**config.mk**
```make
export PLATFORM = sky130hd
export DESIGN_NAME = piso_bit_serializer_flat
export DESIGN_NICKNAME = d
export VERILOG_FILES = /design/src/rtl/piso_bit_serializer_pkg.sv /design/src/rtl/piso_bit_serializer_if.sv /design/src/rtl/piso_bit_serializer_hold_buffer.sv /design/src/rtl/piso_bit_serializer.sv /design/src/flat_wrapper.sv
export SDC_FILE = /design/constraint.sdc
export NUM_CORES = 1
export LEC_CHECK = 0
export BUFFER_PORTS_ARGS = -buffer_cell sky130_fd_sc_hd__buf_2
export CAP_MARGIN = 10
export CORE_ASPECT_RATIO = 0.8
export CORE_MARGIN = 5
export CORE_UTILIZATION = 42
export DETAILED_ROUTE_END_ITERATION = 8
export SLEW_MARGIN = 20
export SYNTH_ARGS = -nofsm -noshare
export SYNTH_HDL_FRONTEND = slang
export SYNTH_HIERARCHICAL = 1
export SYNTH_SLANG_ARGS = --single-unit
```
**constraint.sdc**
```tcl
create_clock -name clk -period 2.6 [get_ports clk]
set_input_delay 0.26 -clock clk [delete_from_list [all_inputs] [get_ports clk]]
set_output_delay 0.26 -clock clk [all_outputs]
set_load 0.05 [all_outputs]
```
**src/rtl/piso_bit_serializer_pkg.sv**
```systemverilog
// Shared definitions for the serializer and the downstream detectors that consume its stream.
package serial_pkg;

  // Legacy-compatible state encoding
  localparam logic [1:0] ST_IDLE  = 2'd0;
  localparam logic [1:0] ST_SHIFT = 2'd1;
  localparam logic [1:0] ST_GAP   = 2'd2;

  localparam int unsigned GAP_CNT_W        = 4;
  localparam bit          IDLE_BIT_DEFAULT = 1'b0;

endpackage

```
**src/rtl/piso_bit_serializer_if.sv**
```systemverilog
// Word-in / bit-out bus of the serializer; slave is the serializer side.
interface piso_bit_serializer_if #(
  parameter int unsigned WIDTH = 8
);
  logic [WIDTH-1:0] din;
  logic             din_valid;
  logic             din_ready;
  logic             x_out;
  logic             x_valid;
  logic             last_bit;
  logic             busy;

  modport master (output din, din_valid, input din_ready, x_out, x_valid, last_bit, busy);
  modport slave  (input din, din_valid, output din_ready, x_out, x_valid, last_bit, busy);
endinterface

```
**src/rtl/piso_bit_serializer_hold_buffer.sv**
```systemverilog
// One-entry word buffer: written on a transfer, emptied when moved into the shifter.
module piso_hold_buffer #(
  parameter int unsigned WIDTH = 8
) (
  input  logic             clk,
  input  logic             rst,
  input  logic             wr,
  input  logic             rd,
  input  logic [WIDTH-1:0] wdata,
  output logic [WIDTH-1:0] data,
  output logic             full
);

  always_ff @(posedge clk or posedge rst) begin
    if (rst) begin
      data <= '0;
      full <= 1'b0;
    end else begin
      if (wr) data <= wdata;
      if (wr)      full <= 1'b1;
      else if (rd) full <= 1'b0;
    end
  end

endmodule

```
**src/rtl/piso_bit_serializer.sv**
```systemverilog
// Parallel-to-serial converter with a one-word hold buffer and optional inter-word idle gap.
module piso_bit_serializer
  import serial_pkg::*;
#(
  parameter int unsigned WIDTH     = 8,
  parameter int unsigned GAP       = 0,
  parameter bit          MSB_FIRST = 1'b1,
  parameter bit          IDLE_BIT  = IDLE_BIT_DEFAULT
) (
  input  logic                  clk,
  input  logic                  rst,
  piso_bit_serializer_if.slave  bus
);

  localparam int unsigned CNT_W = $clog2(WIDTH);
  localparam logic [CNT_W-1:0]     BIT_LAST = CNT_W'(WIDTH - 1);
  localparam logic [GAP_CNT_W-1:0] GAP_LAST = GAP_CNT_W'((GAP == 0) ? 0 : GAP - 1);

  logic [1:0]           state, state_n;
  logic [WIDTH-1:0]     shreg, shreg_n;
  logic [CNT_W-1:0]     bit_cnt, bit_cnt_n;
  logic [GAP_CNT_W-1:0] gap_cnt, gap_cnt_n;
  logic                 x_out_n, x_valid_n, last_bit_n, busy_n;
  logic                 load_hold, load_din, wr_hold, hold_full_n;
  logic                 transfer;
  logic [WIDTH-1:0]     hold_data;
  logic                 hold_full;

  assign bus.din_ready = !hold_full && !rst;
  assign transfer      = bus.din_valid && bus.din_ready;

  piso_hold_buffer #(.WIDTH(WIDTH)) u_hold (
    .clk   (clk),
    .rst   (rst),
    .wr    (wr_hold),
    .rd    (load_hold),
    .wdata (bus.din),
    .data  (hold_data),
    .full  (hold_full)
  );

  // Next state; a word end hands over to the buffer or a same-edge transfer without a bubble
  always_comb begin
    state_n   = state;
    shreg_n   = shreg;
    bit_cnt_n = bit_cnt;
    gap_cnt_n = gap_cnt;
    load_hold = 1'b0;
    load_din  = 1'b0;

    case (state)
      ST_IDLE: begin
        if (hold_full)     load_hold = 1'b1;
        else if (transfer) load_din  = 1'b1;
      end
      ST_SHIFT: begin
        if (bit_cnt == BIT_LAST) begin
          if (GAP > 0) begin
            state_n   = ST_GAP;
            gap_cnt_n = '0;
          end else if (hold_full) begin
            load_hold = 1'b1;
          end else if (transfer) begin
            load_din = 1'b1;
          end else begin
            state_n = ST_IDLE;
          end
        end else begin
          shreg_n   = MSB_FIRST ? {shreg[WIDTH-2:0], 1'b0} : {1'b0, shreg[WIDTH-1:1]};
          bit_cnt_n = bit_cnt + CNT_W'(1);
        end
      end
      ST_GAP: begin
        if (gap_cnt == GAP_LAST) begin
          if (hold_full)     load_hold = 1'b1;
          else if (transfer) load_din  = 1'b1;
          else               state_n   = ST_IDLE;
        end else begin
          gap_cnt_n = gap_cnt + GAP_CNT_W'(1);
        end
      end
      default: state_n = ST_IDLE;
    endcase

    if (load_hold || load_din) begin
      shreg_n   = load_hold ? hold_data : bus.din;
      bit_cnt_n = '0;
      state_n   = ST_SHIFT;
    end

    wr_hold     = transfer && !load_din;
    hold_full_n = wr_hold || (hold_full && !load_hold);

    x_valid_n  = (state_n == ST_SHIFT);
    x_out_n    = x_valid_n ? (MSB_FIRST ? shreg_n[WIDTH-1] : shreg_n[0]) : IDLE_BIT;
    last_bit_n = x_valid_n && (bit_cnt_n == BIT_LAST);
    busy_n     = (state_n != ST_IDLE) || hold_full_n;
  end

  always_ff @(posedge clk or posedge rst) begin
    if (rst) begin
      state        <= ST_IDLE;
      shreg        <= '0;
      bit_cnt      <= '0;
      gap_cnt      <= '0;
      bus.x_out    <= IDLE_BIT;
      bus.x_valid  <= 1'b0;
      bus.last_bit <= 1'b0;
      bus.busy     <= 1'b0;
    end else begin
      state        <= state_n;
      shreg        <= shreg_n;
      bit_cnt      <= bit_cnt_n;
      gap_cnt      <= gap_cnt_n;
      bus.x_out    <= x_out_n;
      bus.x_valid  <= x_valid_n;
      bus.last_bit <= last_bit_n;
      bus.busy     <= busy_n;
    end
  end

endmodule

```
**src/flat_wrapper.sv**
```systemverilog
// flat-port wrapper written by rule: the top's interface ports become plain ports
module piso_bit_serializer_flat import serial_pkg::*;
#(
  parameter int unsigned WIDTH     = 8,
  parameter int unsigned GAP       = 0,
  parameter bit          MSB_FIRST = 1'b1,
  parameter bit          IDLE_BIT  = IDLE_BIT_DEFAULT
)
  (clk, rst, bus_din, bus_din_valid, bus_din_ready, bus_x_out, bus_x_valid, bus_last_bit, bus_busy);
  piso_bit_serializer_if #(.WIDTH(WIDTH)) bus_i ();
  input  logic clk;
  input  logic rst;
  input wire logic [$bits(bus_i.din)-1:0] bus_din;
  input wire logic [$bits(bus_i.din_valid)-1:0] bus_din_valid;
  output wire logic [$bits(bus_i.din_ready)-1:0] bus_din_ready;
  output wire logic [$bits(bus_i.x_out)-1:0] bus_x_out;
  output wire logic [$bits(bus_i.x_valid)-1:0] bus_x_valid;
  output wire logic [$bits(bus_i.last_bit)-1:0] bus_last_bit;
  output wire logic [$bits(bus_i.busy)-1:0] bus_busy;
  assign bus_i.din = bus_din;
  assign bus_i.din_valid = bus_din_valid;
  assign bus_din_ready = bus_i.din_ready;
  assign bus_x_out = bus_i.x_out;
  assign bus_x_valid = bus_i.x_valid;
  assign bus_last_bit = bus_i.last_bit;
  assign bus_busy = bus_i.busy;
  piso_bit_serializer #(.WIDTH(WIDTH), .GAP(GAP), .MSB_FIRST(MSB_FIRST), .IDLE_BIT(IDLE_BIT)) u_core (.clk(clk), .rst(rst), .bus(bus_i));
endmodule
```
==> results of run 1 <==
[worst max-delay path, cell delays in order (launching register included)]
cell	delay, ns
dfrtp_1	0.46
inv_1	0.10
ha_1	0.30
or2b_1	0.18
o221a_4	0.22
nor2_1	0.10
nor3b_4	0.57
mux2_4	0.35
[layer usage]
layer  up-vias  GRT usage
li1        536          -
met1       522      0.166
met2        17      0.193
met3         9     0.0562
met4         0     0.0837
met5         -          0
[worst paths after layout]
path                              startpoint                    end  slack [ns]
setup / recovery             u_core/state[1]  u_core/u_hold/data[2]        0.21
hold reg to reg            u_core/gap_cnt[3]      u_core/gap_cnt[3]        0.48
max in group asynchronous                rst    u_core/bus.last_bit        1.39
setup reg to reg             u_core/state[1]  u_core/u_hold/data[2]        0.21
min in group asynchronous                rst  u_core/u_hold/data[0]        0.50
hold / removal                    bus_din[0]  u_core/u_hold/data[0]        0.22
[cells in the mapped netlist (all sizes together)]
cell type | count | area share
or2b | 1 | 0.0047
or3b | 1 | 0.0071
nand2 | 8 | 0.019
o21ai | 5 | 0.016
xnor2 | 4 | 0.022
nor4b | 1 | 0.0055
nand4 | 1 | 0.0039
nor3 | 2 | 0.013
inv | 10 | 0.024
a211o | 1 | 0.0055
a21oi | 10 | 0.036
nor4 | 1 | 0.0039
mux2 | 9 | 0.082
a21o | 2 | 0.010
nand2b | 2 | 0.0078
nor3b | 1 | 0.0047
o22ai | 1 | 0.0039
a22oi | 1 | 0.0047
nor2 | 7 | 0.016
dfrtp | 30 | 0.47
and3 | 1 | 0.0039
o221a | 2 | 0.020
mux2i | 8 | 0.050
o22a | 2 | 0.011
a21boi | 1 | 0.0071
a211oi | 7 | 0.033
nand3 | 1 | 0.0031
a31oi | 1 | 0.0039
ha | 7 | 0.055
nor2b | 7 | 0.027
buf | 4 | 0.026
[kinds of logic after synthesis]
group,after synthesis,synth area share
xor+xnor,4,0.0219
simple gates,34,0.121
compound gates,33,0.150
mux,17,0.132
flops,30,0.470
buf+inv,14,0.0494
fa+ha+maj,7,0.0549
[through the flow]
stage	setup slack [ns]	total power, mW	hold WS, ns	instances
floorplan	0.498	1.63	0.0879	139
global placement	0.151	1.79	0.261	196
detailed placement	0.0507	1.82	0.266	196
CTS	0.0302	2.22	0.208	205
global route	0.0815	2.36	0.215	205
finish	0.209	2.19	0.222	205
[what timing repair did]
action / 4_1_cts / 5_1_grt
hold endpoints to repair: 9 / 0
setup endpoints to repair: 0 / 8
gates resized for setup: 0 / 1
hold buffers: 1 / 0
[flip-flops by register name, summed over array words and instances (netlist names)]
name	count
u_core/bit_cnt	3
u_core/bus.busy	1
u_core/bus.last_bit	1
u_core/bus.x_out	1
u_core/bus.x_valid	1
u_core/gap_cnt	4
u_core/shreg	8
u_core/state	2
u_core/u_hold/data	8
u_core/u_hold/full	1
[layout make-up]
cell class / count / share of cell area
inverter: 10 / 0.0207
sequential: 30 / 0.414
timing repair buffer: 18 / 0.0552
clock buffer: 7 / 0.0476
tap: 44 / 0.0304
clock inverter: 1 / 0.00276
multi-input combinational: 95 / 0.429
[report_power, final]
group	switching (mW)	leakage (nW)	internal (mW)	total, mW
logic	0.532	0.435	0.464	0.997
clock network	0.170	0.0482	0.213	0.383
registers	0.153	0.370	0.662	0.815
==> flow_metrics.env, run 1 <==
export IMPL_endpoint_kind="flop"
export IMPL_yosysSeqAreaShare=0.470
export IMPL_setup_viol=0
export IMPL_cp_arrival_ns=2.56
export IMPL_period_share=0.920
export IMPL_fillCellCount=334
export IMPL_place_port_buffers=15
export IMPL_final_hold_viol_count=0
export IMPL_startpoint_type="flop"
export IMPL_antenna_found_initial=0
export IMPL_dr_total_vias=1084
export IMPL_status="completed"
export IMPL_max_vdd_ir_drop_v=0.000424
export IMPL_placed_area_um2=1710
export IMPL_cts_buffers=5
export IMPL_slew_headroom=0.455
export IMPL_die_area_um2=5140
export IMPL_cap_violations=0
export IMPL_met3WireLength_um=133
export IMPL_required_ns=2.77
export IMPL_io_pins=16
export IMPL_die_h_um=65.1
export IMPL_synth_cells=139
export IMPL_ys_ff_latch=30
export IMPL_grt_first_pass_wirelength_um=5030
export IMPL_drt_met1_wl_um=1450
export IMPL_drc=0
export IMPL_overflow=0
export IMPL_fin_area_um2=1810
export IMPL_syn_area_um2=1600
export IMPL_synthToLayoutAreaGrowth_pct=13.6
export IMPL_clock_skew_final_ns=0.00743
export IMPL_final_cell_mix="30 x dfrtp_1, 15 x buf_2, 10 x inv_1"
export IMPL_power_density_nw_per_um2=1210
export IMPL_synth_avg_cell_area_um2=11.5
export IMPL_rows=20
export IMPL_rr_worst_depth=7
export IMPL_viasPerCell=5.29
export IMPL_cts_htree_levels=2
export IMPL_synth_net_count=157
export IMPL_layout_drive_gt1_share=0.255
export IMPL_antenna_cells=0
export IMPL_cts_setup_buffers=0
export IMPL_die_x_um=78.9
export IMPL_cts_root_buf="clkbuf_8"
export IMPL_critPathKind="reg2reg"
export IMPL_first_pass_iters=4
export IMPL_start_util=0.428
export IMPL_gp_congestion=0.824
export IMPL_postRouteAntennaNets=0
export IMPL_drt_iter0_markers=44
export IMPL_finalCriticalPeriod_ns=2.39
export IMPL_fmax_mhz=418
export IMPL_cp_max_fo=9
export IMPL_fin_util=0.486
export IMPL_cts_tree="yes"
export IMPL_place_hpwl_um=2210
export IMPL_cts_buffer_depth=2
export IMPL_rsz0062_at_grt="no"
export IMPL_wl_per_cell_um=14.4
export IMPL_leakage_nw=0.853
export IMPL_synth_yosys_warnings=6
export IMPL_ys_types=37
export IMPL_holdPathStages=2
export IMPL_layout_commonest_cell="dfrtp_1"
export IMPL_core_area_um2=3730
export IMPL_clk_pin_slew_ns=0.06
export IMPL_clkSinkCount=30
export IMPL_clk_latency_ns=0.28
export IMPL_top_layer_used="met4"
export IMPL_drv_slew=0
export IMPL_final_seq_area_um2=751
export IMPL_min_path_type="in2reg"
export IMPL_wirelength_um=2940
export IMPL_grt_max_degree=22
export IMPL_grt_pass1_vias=1117
export IMPL_setup_tns_ns=0
export IMPL_tightestPinTransition_ns=0.816
export IMPL_multi_input_area_um2=778
export IMPL_grt_usage=0.134
export IMPL_wl_met2_um=1280
export IMPL_num_nets_final=178
(Power assumes the default switching activity.)
==> run 2, diff against run 1 <==
- ABC_AREA: unset -> 1
==> flow_metrics.env, run 2 <==
export IMPL_slowest_stage="a21oi_1"
export IMPL_final_seq_area_um2=751
export IMPL_fin_util=0.495
export IMPL_status="completed"
export IMPL_yosysTopAreaCell="dfrtp_1"
export IMPL_top_usage_layer="met1"
export IMPL_clkSinkCount=30
export IMPL_critPathKind="reg2reg"
export IMPL_crit_path_frequent_cell="nand2_1"
export IMPL_antenna_found_initial=0
export IMPL_min_path_type="in2reg"
export IMPL_postRouteAntennaNets=0
export IMPL_tightestPinTransition_ns=0.773
export IMPL_whs_ns=0.214
export IMPL_wirelength_um=3120
export IMPL_synth_yosys_warnings=6
export IMPL_place_hpwl_um=2460
export IMPL_cpPeakStageDelay_ns=0.57
export IMPL_r2r_end="u_core/u_hold/data[1]"
export IMPL_drv_slew=0
export IMPL_dr_total_vias=1242
export IMPL_synth_avg_cell_area_um2=8.00
export IMPL_cts_buffers=5
export IMPL_ys_async_sr_fraction=1.00
export IMPL_clock_skew_final_ns=0.00287
export IMPL_synth_net_count=213
export IMPL_cp_arrival_ns=2.31
export IMPL_crit_end="u_core/u_hold/data[1]"
export IMPL_grt_pass1_vias=1240
export IMPL_layout_commonest_cell="nand2_1"
export IMPL_clk_pin_slew_ns=0.06
export IMPL_slew_headroom=0.484
export IMPL_first_pass_iters=4
export IMPL_endpoint_kind="flop"
export IMPL_min_from="bus_din[2]"
export IMPL_finalCriticalPeriod_ns=2.15
export IMPL_gp_congestion=0.863
export IMPL_cts_setup_buffers=0
export IMPL_synth_cells=195
export IMPL_final_cell_mix="69 x nand2_1, 30 x dfrtp_1, 24 x nand3_1, 22 x inv_1"
export IMPL_required_ns=2.76
export IMPL_synth_edf_count=0
export IMPL_cts_tree="yes"
export IMPL_clk_latency_ns=0.27
export IMPL_cts_root_buf="clkbuf_8"
export IMPL_setup_tns_ns=0
export IMPL_cp_max_fo=11
export IMPL_num_nets_final=232
export IMPL_leakage_nw=0.977
export IMPL_final_hold_viol_count=0
export IMPL_drt_iter0_markers=53
export IMPL_grt_usage=0.141
export IMPL_rsz0062_at_grt="no"
export IMPL_r2r_slack_ns=0.45
export IMPL_synth_top_area_frac=0.481
export IMPL_multi_input_area_um2=671
export IMPL_grt_use_met3=0.0374
export IMPL_fillCellCount=341
export IMPL_startpoint_type="flop"
export IMPL_reg_top3="u_core/shreg (8), u_core/u_hold/data (8), u_core/gap_cnt (4)"
export IMPL_cp_depth=9
export IMPL_die_area_um2=5040
export IMPL_layout_drive_gt1_share=0.149
export IMPL_start_util=0.443
export IMPL_die_h_um=64.5
export IMPL_yosysMostFrequentCell="nand2_1"
export IMPL_fmax_mhz=466
export IMPL_drc=0
export IMPL_place_port_buffers=15
export IMPL_grt_use_met2=0.197
export IMPL_met1_usage=0.205
export IMPL_syn_area_um2=1560
export IMPL_cts_htree_levels=2
export IMPL_rr_startpoint="u_core/state[0]"
export IMPL_io_pins=16
export IMPL_viasPerCell=4.83
export IMPL_cts_buffer_depth=2
export IMPL_ys_ff_latch=30
export IMPL_synth_main_ff_cell="dfrtp_1"
export IMPL_wl_per_cell_um=12.1
export IMPL_grt_first_pass_wirelength_um=5550
export IMPL_grt_max_degree=22
export IMPL_total_power_mw=1.98
export IMPL_overflow=0
export IMPL_rr_worst_depth=9
export IMPL_ys_top_cells_by_count="69 x nand2_1, 30 x dfrtp_1, 24 x nand3_1"
export IMPL_yosysSeqAreaShare=0.481
export IMPL_timing_critical_path_buf_inv=2
export IMPL_setup_viol=0
export IMPL_crit_chain="inv_1 -> ha_1 -> nand2_2 -> nand2_1 -> nand2_2 -> a21oi_1 -> inv_2 -> nand2_1 -> nand2_1"
export IMPL_cp_top_family="compound AO/OA/AOI/OAI gates"
export IMPL_core_area_um2=3520
export IMPL_cap_violations=0
export IMPL_synth_area_top_cells="dfrtp_1 48%, nand2_1 17%, nand3_1 7.7%, ha_1 5.6%, inv_1 5.3%"
export IMPL_period_share=0.826
export IMPL_die_x_um=78.1
export IMPL_ys_types=20
export IMPL_max_vdd_ir_drop_v=0.000613
export IMPL_synthToLayoutAreaGrowth_pct=11.5
export IMPL_critPathLaunch="u_core/state[0]"
export IMPL_power_density_nw_per_um2=1140
export IMPL_antenna_cells=0
export IMPL_rows=19
run 2: cell types whose count changed after synthesis, sizes merged, moves of 2 or more:
cell,change
o22a,-2
a211oi,-7
a21oi,-4
mux2,-9
nand2,+66
xnor2,-2
nand3,+23
mux2i,-8
inv,+14
o221a,-2
nor2b,-7
nand2b,-2
nor2,+9
nor3,-2
run 2: layout make-up:
| cell class | count | area share |
|---|---|---|
| Multi-Input combinational cell | 137 | 0.385 |
| Tap cell | 42 | 0.0302 |
| Clock buffer | 7 | 0.0496 |
| Timing Repair Buffer | 16 | 0.0489 |
| Inverter | 24 | 0.0518 |
| Sequential cell | 30 | 0.431 |
| Clock inverter | 1 | 0.00288 |
run 2: how the worst min path moves through the flow:
stage	to	slack (ns)	cells after the start
finish	u_core/u_hold/data[2]	0.21	3
CTS	u_core/u_hold/data[2]	0.20	3
detailed placement	u_core/u_hold/full	0.26	2
global route	u_core/u_hold/data[0]	0.21	3
global placement	u_core/u_hold/full	0.24	2
floorplan	u_core/u_hold/data[0]	0.09	1
run 2: logic make-up after synthesis:
logic type | count (synthesis) | share of synthesized area
buf+inv | 28 | 0.0890
flops | 30 | 0.481
simple gates | 115 | 0.307
fa+ha+maj | 7 | 0.0561
xor+xnor | 3 | 0.0168
compound gates | 12 | 0.0497
run 2: per-stage QoR:
stage          area [µm²]  instances  setup WS (ns)
3_5_place_dp         1640        248          0.494
6_report             1740        257          0.454
3_3_place_gp         1640        248          0.591
2_1_floorplan        1560        195          0.573
4_1_cts              1740        257          0.486
5_1_grt              1740        257          0.251
run 2: metal layers:
metal | vias up | part of all wire
met2 | 29 | 0.43
met1 | 568 | 0.50
met4 | 0 | 0.013
met3 | 5 | 0.058
li1 | 640 | -
met5 | - | 0
run 2: worst min-delay path, cell delays in order:
cell and delay (ns):
buf_2 0.09, nand2_1 0.05, nand2_1 0.05
run 2: repair_timing:
action	CTS	global route
hold buffers	1	0
setup endpoints to repair	0	0
resized for setup	0	0
hold endpoints to repair	9	0
run 2: report_power, final:
| part | internal (mW) | total [mW] | leakage (nW) | switching [mW] |
|---|---|---|---|---|
| registers | 0.645 | 0.746 | 0.381 | 0.100 |
| clock network | 0.213 | 0.375 | 0.0482 | 0.162 |
| logic | 0.259 | 0.860 | 0.548 | 0.601 |
| total | 1.12 | 1.98 | 0.977 | 0.863 |
==> run 3, diff against run 2 <==
- ABC_AREA: 1 -> 0
- clock period: 2.6 -> 2 ns (I/O delays scaled with it)
==> flow_metrics.env, run 3 (same netlist as run 1, synthesis figures left out) <==
export IMPL_synthToLayoutAreaGrowth_pct=34.4
export IMPL_final_hold_viol_count=0
export IMPL_endpoint_kind="flop"
export IMPL_finalCriticalPeriod_ns=2.09
export IMPL_dr_total_vias=1217
export IMPL_power_density_nw_per_um2=1570
export IMPL_grt_use_met3=0.0425
export IMPL_grt_usage=0.150
export IMPL_setup_tns_ns=-1.28
export IMPL_crit_end="u_core/u_hold/data[0]"
export IMPL_leakage_nw=1.01
export IMPL_fin_ws_ns=-0.0927
export IMPL_cap_violations=0
export IMPL_cts_root_buf="clkbuf_8"
export IMPL_r2r_end="u_core/u_hold/data[0]"
export IMPL_gp_congestion=0.797
export IMPL_clock_skew_final_ns=0.00615
export IMPL_tightestPinTransition_ns=0.784
export IMPL_setup_viol=21
export IMPL_critPathLaunch="u_core/gap_cnt[1]"
export IMPL_drt_iter0_markers=60
export IMPL_clk_latency_ns=0.28
export IMPL_rr_startpoint="u_core/gap_cnt[1]"
export IMPL_max_vdd_ir_drop_v=0.000700
export IMPL_r2r_slack_ns=-0.09
export IMPL_core_area_um2=3730
export IMPL_io_pins=16
export IMPL_drv_slew=0
export IMPL_fmax_mhz=478
export IMPL_antenna_found_initial=0
export IMPL_wl_per_cell_um=14.5
export IMPL_wirelength_um=3370
export IMPL_cts_htree_levels=2
export IMPL_drc=0
export IMPL_fillCellCount=314
export IMPL_final_cell_mix="30 x dfrtp_1, 23 x buf_4, 15 x buf_2"
export IMPL_period_share=1.05
export IMPL_reg_top3="u_core/shreg (8), u_core/u_hold/data (8), u_core/gap_cnt (4)"
export IMPL_cp_top_family="simple AND/OR/NAND/NOR gates"
export IMPL_place_hpwl_um=2500
export IMPL_place_port_buffers=15
export IMPL_slew_headroom=0.477
export IMPL_min_path_type="in2async"
export IMPL_cpPeakStageDelay_ns=0.40
export IMPL_total_power_mw=3.37
export IMPL_violations="negative setup slack"
export IMPL_die_h_um=65.1
export IMPL_rows=20
export IMPL_startpoint_type="flop"
export IMPL_rr_worst_depth=9
export IMPL_critPathKind="reg2reg"
export IMPL_die_x_um=78.9
export IMPL_die_area_um2=5140
export IMPL_start_util=0.428
export IMPL_top_usage_layer="met2"
export IMPL_slowest_stage="or3b_4"
export IMPL_fin_util=0.576
export IMPL_cp_max_fo=8
export IMPL_cts_buffers=5
export IMPL_clkSinkCount=30
export IMPL_num_nets_final=206
export IMPL_cts_buffer_depth=2
export IMPL_crit_chain="inv_1 -> ha_2 -> or3b_4 -> o221a_4 -> buf_6 -> nor2_4 -> nor3b_4 -> buf_12 -> mux2_4"
export IMPL_cp_arrival_ns=2.25
export IMPL_clk_pin_slew_ns=0.06
export IMPL_postRouteAntennaNets=0
export IMPL_grt_first_pass_wirelength_um=5980
export IMPL_met1_usage=0.184
export IMPL_timing_critical_path_buf_inv=3
export IMPL_layout_commonest_cell="dfrtp_1"
export IMPL_cts_tree="yes"
export IMPL_layout_drive_gt1_share=0.444
export IMPL_first_pass_iters=4
export IMPL_antenna_cells=0
export IMPL_grt_use_met2=0.249
export IMPL_grt_pass1_vias=1338
export IMPL_viasPerCell=5.22
export IMPL_required_ns=2.16
export IMPL_rsz0062_at_grt="yes"
export IMPL_status="finished with violations"
export IMPL_cp_depth=9
export IMPL_overflow=0
export IMPL_grt_max_degree=22
[run 3: cell count changes in the layout (fill, tap and decap cells not counted), moves of 3 or more]
cell and delta:
a211oi_1 +5, nor2_1 -12, ha_1 -3, mux2i_1 +8
buf_6 +6, nand3_1 -23, nand2_1 -62, nand2_2 -5
mux2_4 +8, buf_4 +23, nor2b_1 +7, inv_1 -14
[run 3: layout make-up]
cell class | count | area, µm² | share of cell area
clock buffer | 6 | 82.6 | 0.0385
clock inverter | 2 | 12.5 | 0.00583
inverter | 10 | 37.5 | 0.0175
multi-input combinational | 95 | 862 | 0.402
sequential | 30 | 751 | 0.350
tap | 44 | 55.1 | 0.0257
timing repair buffer | 46 | 345 | 0.161
[run 3: how the worst min path moves through the flow]
stage	startpoint	to	slack [ns]	cells past startpoint
2_1_floorplan	rst	u_core/u_hold/data[0]	0.03	1
3_3_place_gp	rst	u_core/u_hold/full	0.20	2
3_5_place_dp	rst	u_core/u_hold/full	0.21	2
4_1_cts	rst	u_core/shreg[1]	0.12	2
5_1_grt	rst	u_core/shreg[1]	0.15	2
6_report	rst	u_core/bus.x_out	0.09	2
[run 3: report_power, final]
part	total (mW)	internal (mW)	switching, mW
clock	0.503	0.276	0.227
sequential	1.01	0.862	0.149
combinational	1.86	0.924	0.934
[run 3: timing repair]
action / CTS / global route
endpoints found under the setup margin: 18 / 24
gates cloned: 1 / 0
pin swaps: 9 / 4
gates resized for setup: 20 / 6
endpoints found under the hold margin: 9 / 0
buffers inserted: 4 / 4
hold buffers: 1 / 0
[run 3: stage by stage]
step           setup slack, ns  hold slack [ns]  cell area (µm²)  instances
6_report               -0.0927           0.0854             2150        233
5_1_grt                 -0.181            0.154             2150        233
4_1_cts                 -0.112            0.121             2080        229
3_5_place_dp            -0.344            0.214             1860        215
3_3_place_gp            -0.264            0.196             1860        215
2_1_floorplan          0.00228           0.0279             1610        139
[run 3: routing by layer]
metal	vias to the layer above	part of all wire
met1	602	0.46
met5	-	0
met3	9	0.032
met2	18	0.49
li1	588	-
met4	0	0.018
